`src/rtl/if_id_queue.sv`:
```
// IF/ID fetch queue: DEPTH-entry FIFO of {pc, ins}; enqueue-to-id_* latency 1 cycle, no bypass.
// Backpressure: pc_wr = !full from registered count only; flush empties the queue on the next edge.
module if_id_queue #(
   parameter int DEPTH = 4,
   parameter int AW    = 2
) (
   input  logic          clk,
   input  logic          rst,
   input  logic          if_valid,
   input  logic [31:0]   if_pc,
   input  logic [31:0]   if_ins,
   output logic          pc_wr,
   input  logic          id_ready,
   output logic          id_valid,
   output logic [31:0]   id_pc,
   output logic [31:0]   id_pc4,
   output logic [31:0]   id_ins,
   input  logic          flush,
   output logic [AW:0]   level
);

   localparam logic [AW:0] FULL_CNT = (AW+1)'(DEPTH);

   logic [31:0] pc_mem  [DEPTH];
   logic [31:0] ins_mem [DEPTH];
   logic [AW-1:0] wp, rp;
   logic [AW:0]   count;
   logic          full, empty, enq, deq;

   assign full  = (count == FULL_CNT);
   assign empty = (count == '0);
   assign enq   = if_valid && !full && !flush;
   assign deq   = !empty && id_ready && !flush;

   // Storage is not reset; only entries between rp and wp are ever observed.
   always_ff @(posedge clk) begin
      if (enq) begin
         pc_mem[wp]  <= if_pc;
         ins_mem[wp] <= if_ins;
      end
   end

   always_ff @(posedge clk or posedge rst) begin
      if (rst) begin
         wp    <= '0;
         rp    <= '0;
         count <= '0;
      end else if (flush) begin
         wp    <= '0;
         rp    <= '0;
         count <= '0;
      end else begin
         if (enq) wp <= wp + 1'b1;
         if (deq) rp <= rp + 1'b1;
         if (enq && !deq)
            count <= count + 1'b1;
         else if (deq && !enq)
            count <= count - 1'b1;
      end
   end

   // Empty queue presents a NOP at PC 0, so id_pc4 still reads 4.
   assign pc_wr    = !full;
   assign id_valid = !empty;
   assign id_pc    = empty ? 32'h0 : pc_mem[rp];
   assign id_ins   = empty ? 32'h0 : ins_mem[rp];
   assign id_pc4   = id_pc + 32'd4;
   assign level    = count;

endmodule

```
`config.mk`:
```
export PLATFORM = sky130hd
export DESIGN_NAME = if_id_queue
export DESIGN_NICKNAME = d
export VERILOG_FILES = /design/src/rtl/if_id_queue.sv
export SDC_FILE = /design/constraint.sdc
export NUM_CORES = 1
export LEC_CHECK = 0
export CELL_PAD_IN_SITES_DETAIL_PLACEMENT = 2
export CELL_PAD_IN_SITES_GLOBAL_PLACEMENT = 2
export CORE_MARGIN = 2
export CORE_UTILIZATION = 30
export CTS_CLUSTER_SIZE = 14
export DETAILED_ROUTE_END_ITERATION = 7
export PLACE_DENSITY_LB_ADDON = 0.1
export SLEW_MARGIN = 5
export SYNTH_ARGS = -nofsm -noshare
export SYNTH_HDL_FRONTEND = slang
export SYNTH_SLANG_ARGS = --single-unit
export TNS_END_PERCENT = 100
```
`constraint.sdc`:
```
create_clock -name clk -period 6.7 [get_ports clk]
set_clock_uncertainty 0.2 [all_clocks]
set_input_delay 1.34 -clock clk [delete_from_list [all_inputs] [get_ports clk]]
set_output_delay 1.34 -clock clk [all_outputs]
set_load 0.01 [all_outputs]
```
==> flow_metrics.tcl <==
set metrics [dict create \
    power_uw 5700 \
    synth_ff_type "edfxtp_1" \
    antenna_cells 0 \
    syn_nets 691 \
    r2r_slack_ns 3.68 \
    vias 6131 \
    hold_buffers 0 \
    die_y_um 197 \
    top_level_ports 170 \
    routed_wl_um 29700 \
    endpoint_kind "output pin" \
    finalSetupViolCount 0 \
    cts_buffer_depth 3 \
    rsz0062_at_grt "false" \
    io_buffers 169 \
    switching_power_uw 1760 \
    syn_area_mm2 0.0112 \
    leakage_uw 0.00455 \
    dr.pass1.iters 4 \
    critical_path_buf_inv_count 2 \
    p_clk_frac 0.274 \
    seqPwrFrac 0.354 \
    yosysSeqAreaShare 0.701 \
    clock-sinks 263 \
    dp_slack_ns 1.45 \
    tritoncts "built" \
    worstSetupPathType "reg2out" \
    start_util 0.305 \
    gp_congestion 0.701 \
    worst_pin_slew_ns 1.14 \
    timing.fmax_ghz 0.174 \
    slew_viol_final 0 \
    yosys.area.top_type_share 0.686 \
    async_reset_ff_frac 0.0266 \
    wire_per_inst_um 23.1 \
    min_period_ns 5.76 \
    worstPathRequired_ns 5.16 \
    slew_headroom 0.239 \
    drt_iter0_drc 246 \
    setup_slack_ns 0.941 \
    ys_top_cells_by_area "edfxtp_1, mux4_2, and2_1" \
    hold_viol 0 \
    grt_antenna_before_repair 4 \
    synth_top_area_cell "edfxtp_1" \
    ys_warn_count 0 \
    cts.htree.levels 1 \
    min_period_over_period 0.860 \
    worst_hold_path_type "reg2reg" \
    ir_drop_uv 249 \
    grt_pass1_wl_um 44900 \
    synth_cell_type_count 46 \
    slowest_stage "dfrtp_4" \
    clk_pin_slew_worst_paths_ns 0.06 \
    grt.overflow.total 0 \
    slowest_delay_ns 0.95 \
    final_nets 867 \
    finish.instance_area_mm2 0.0143 \
    place_area_mm2 0.0133 \
    ys_ff_latch 263 \
    synth_edf_count 256 \
    p_comb_frac 0.372 \
    nFillCells 3502 \
    path_cells "mux4_2, and2_1, ha_1, nand2_1, o22a_1, nor3_1, buf_4, nand4_2, nor4_2, xor2_1, clkdlybuf4s50_1" \
    first_global_vias 7198 \
    maxCapViolCount 0 \
    track_usage 0.155 \
    grt_max_degree 65 \
    area_growth_pct 27.5 \
    die_width_um 197 \
    post_cts_resized 0 \
    core_area_mm2 0.0367 \
    synth.most_common_cell "edfxtp_1" \
    cp.arrival_ns 4.22 \
    floorplan.die_area_mm2 0.0389 \
    internal-power_uw 3930 \
    multi_input_area_mm2 0.00309 \
    syn_area_per_cell_um2 18.2 \
    row_count 70 \
    drive_gt1_frac 0.155 \
    clk_latency_ns 0.55 \
    tns_ns 0 \
    area.sequential_mm2 0.00787 \
    drc_errors 0 \
    cts_setup_buffers 0 \
    status "finished clean" \
    root_buffer "clkbuf_16" \
    start_kind "register" \
    synth_common_cells "edfxtp_1, and2_1, mux4_2" \
    cpLargestDelayFamily "flip-flops" \
    antenna_left 0 \
    swShare 0.309 \
    cts_buffers 31 \
    netlist_instances 616 \
    dp_hpwl_um 19400 \
    powerDensity_mw_per_mm2 399 \
    worstPathMaxFanout 56 \
    routed_via_density 4.77 \
]
==> registers in the layout (all words and copies together), names as in the netlist <==
| signal | flops |
|---|---|
| level | 3 |
| wp | 2 |
| ins_mem | 128 |
| rp | 2 |
| pc_mem | 128 |
==> worst reg2reg max path, stage by stage (launching register included) <==
cell and delay, ns:
dfrtp_1 0.46, nor3_2 0.08, inv_2 0.53, buf_4 0.45
nand2_1 0.18, and2_1 0.18, fa_1 0.38, o21ai_0 0.22
xnor2_1 0.15, nor2_1 0.06
==> cell usage in the layout, fill, tap and decap left out, types with 7 or more instances in the layout <==
master,count
inv_1,11
nand2_1,40
clkbuf_16,31
clkbuf_1,9
clkdlybuf4s50_1,169
mux4_2,56
clkinv_1,9
edfxtp_1,256
nor3_1,8
mux4_1,7
nand3_1,19
buf_4,8
o21ai_0,7
and2_1,56
mux2i_1,7
nor2_1,20
xnor2_1,16
xor2_1,16
==> final cells by class <==
cell class              count  area share
flip-flops and latches    263       0.551
multi-input cells         307       0.216
repair buffers            177       0.123
clock buffers              40      0.0566
well taps                 468      0.0410
clock inverters            18     0.00989
inverters                  12     0.00315
==> stage by stage <==
| stage | util | instances | hold slack, ns |
|---|---|---|---|
| after floorplan | - | 616 | 0.343 |
| after global placement | 0.363 | 1227 | 0.358 |
| after detailed placement | 0.363 | 1227 | 0.408 |
| after CTS | 0.389 | 1285 | 0.416 |
| after global routing | 0.389 | 1285 | 0.448 |
| final | 0.389 | 1285 | 0.421 |
==> power by group through the flow <==
stage	Combinational [µW]	Clock [µW]	Sequential, µW
final	2120	1560	2020
after detailed placement	2170	0	2060
after global placement	2150	0	2050
after CTS	2190	1610	2030
after floorplan	1170	0	1980
after global routing	2290	1670	2040
==> per-layer routing <==
metal / up-vias / global-route usage / part of all wire
met1: 3164 / 0.196 / 0.42
li1: 2761 / - / -
met4: 6 / 0.0393 / 0.020
met3: 44 / 0.0271 / 0.051
met2: 156 / 0.274 / 0.51
met5: - / 0 / 0.0013
==> logic make-up after synthesis <==
| family | Yosys count | synth area share |
|---|---|---|
| adder cells (fa/ha/maj) | 6 | 0.00737 |
| buffers and inverters | 46 | 0.0246 |
| AO/OA/AOI/OAI | 26 | 0.0176 |
| flip-flops | 263 | 0.701 |
| XOR/XNOR | 32 | 0.0250 |
| multiplexers | 74 | 0.139 |
| AND/OR/NAND/NOR | 169 | 0.0848 |
==> path summary, 6_finish.rpt <==
kind | from | endpoint | cells after the start
max | rp[1] | id_pc4[30] | 11
min | wp[1] | wp[1] | 2
max reg2reg | level[2] | level[2] | 9
min reg2reg | wp[1] | wp[1] | 2
max in group asynchronous | rst | rp[1] | 2
min in group asynchronous | rst | level[1] | 2
(Power assumes the default switching activity.)
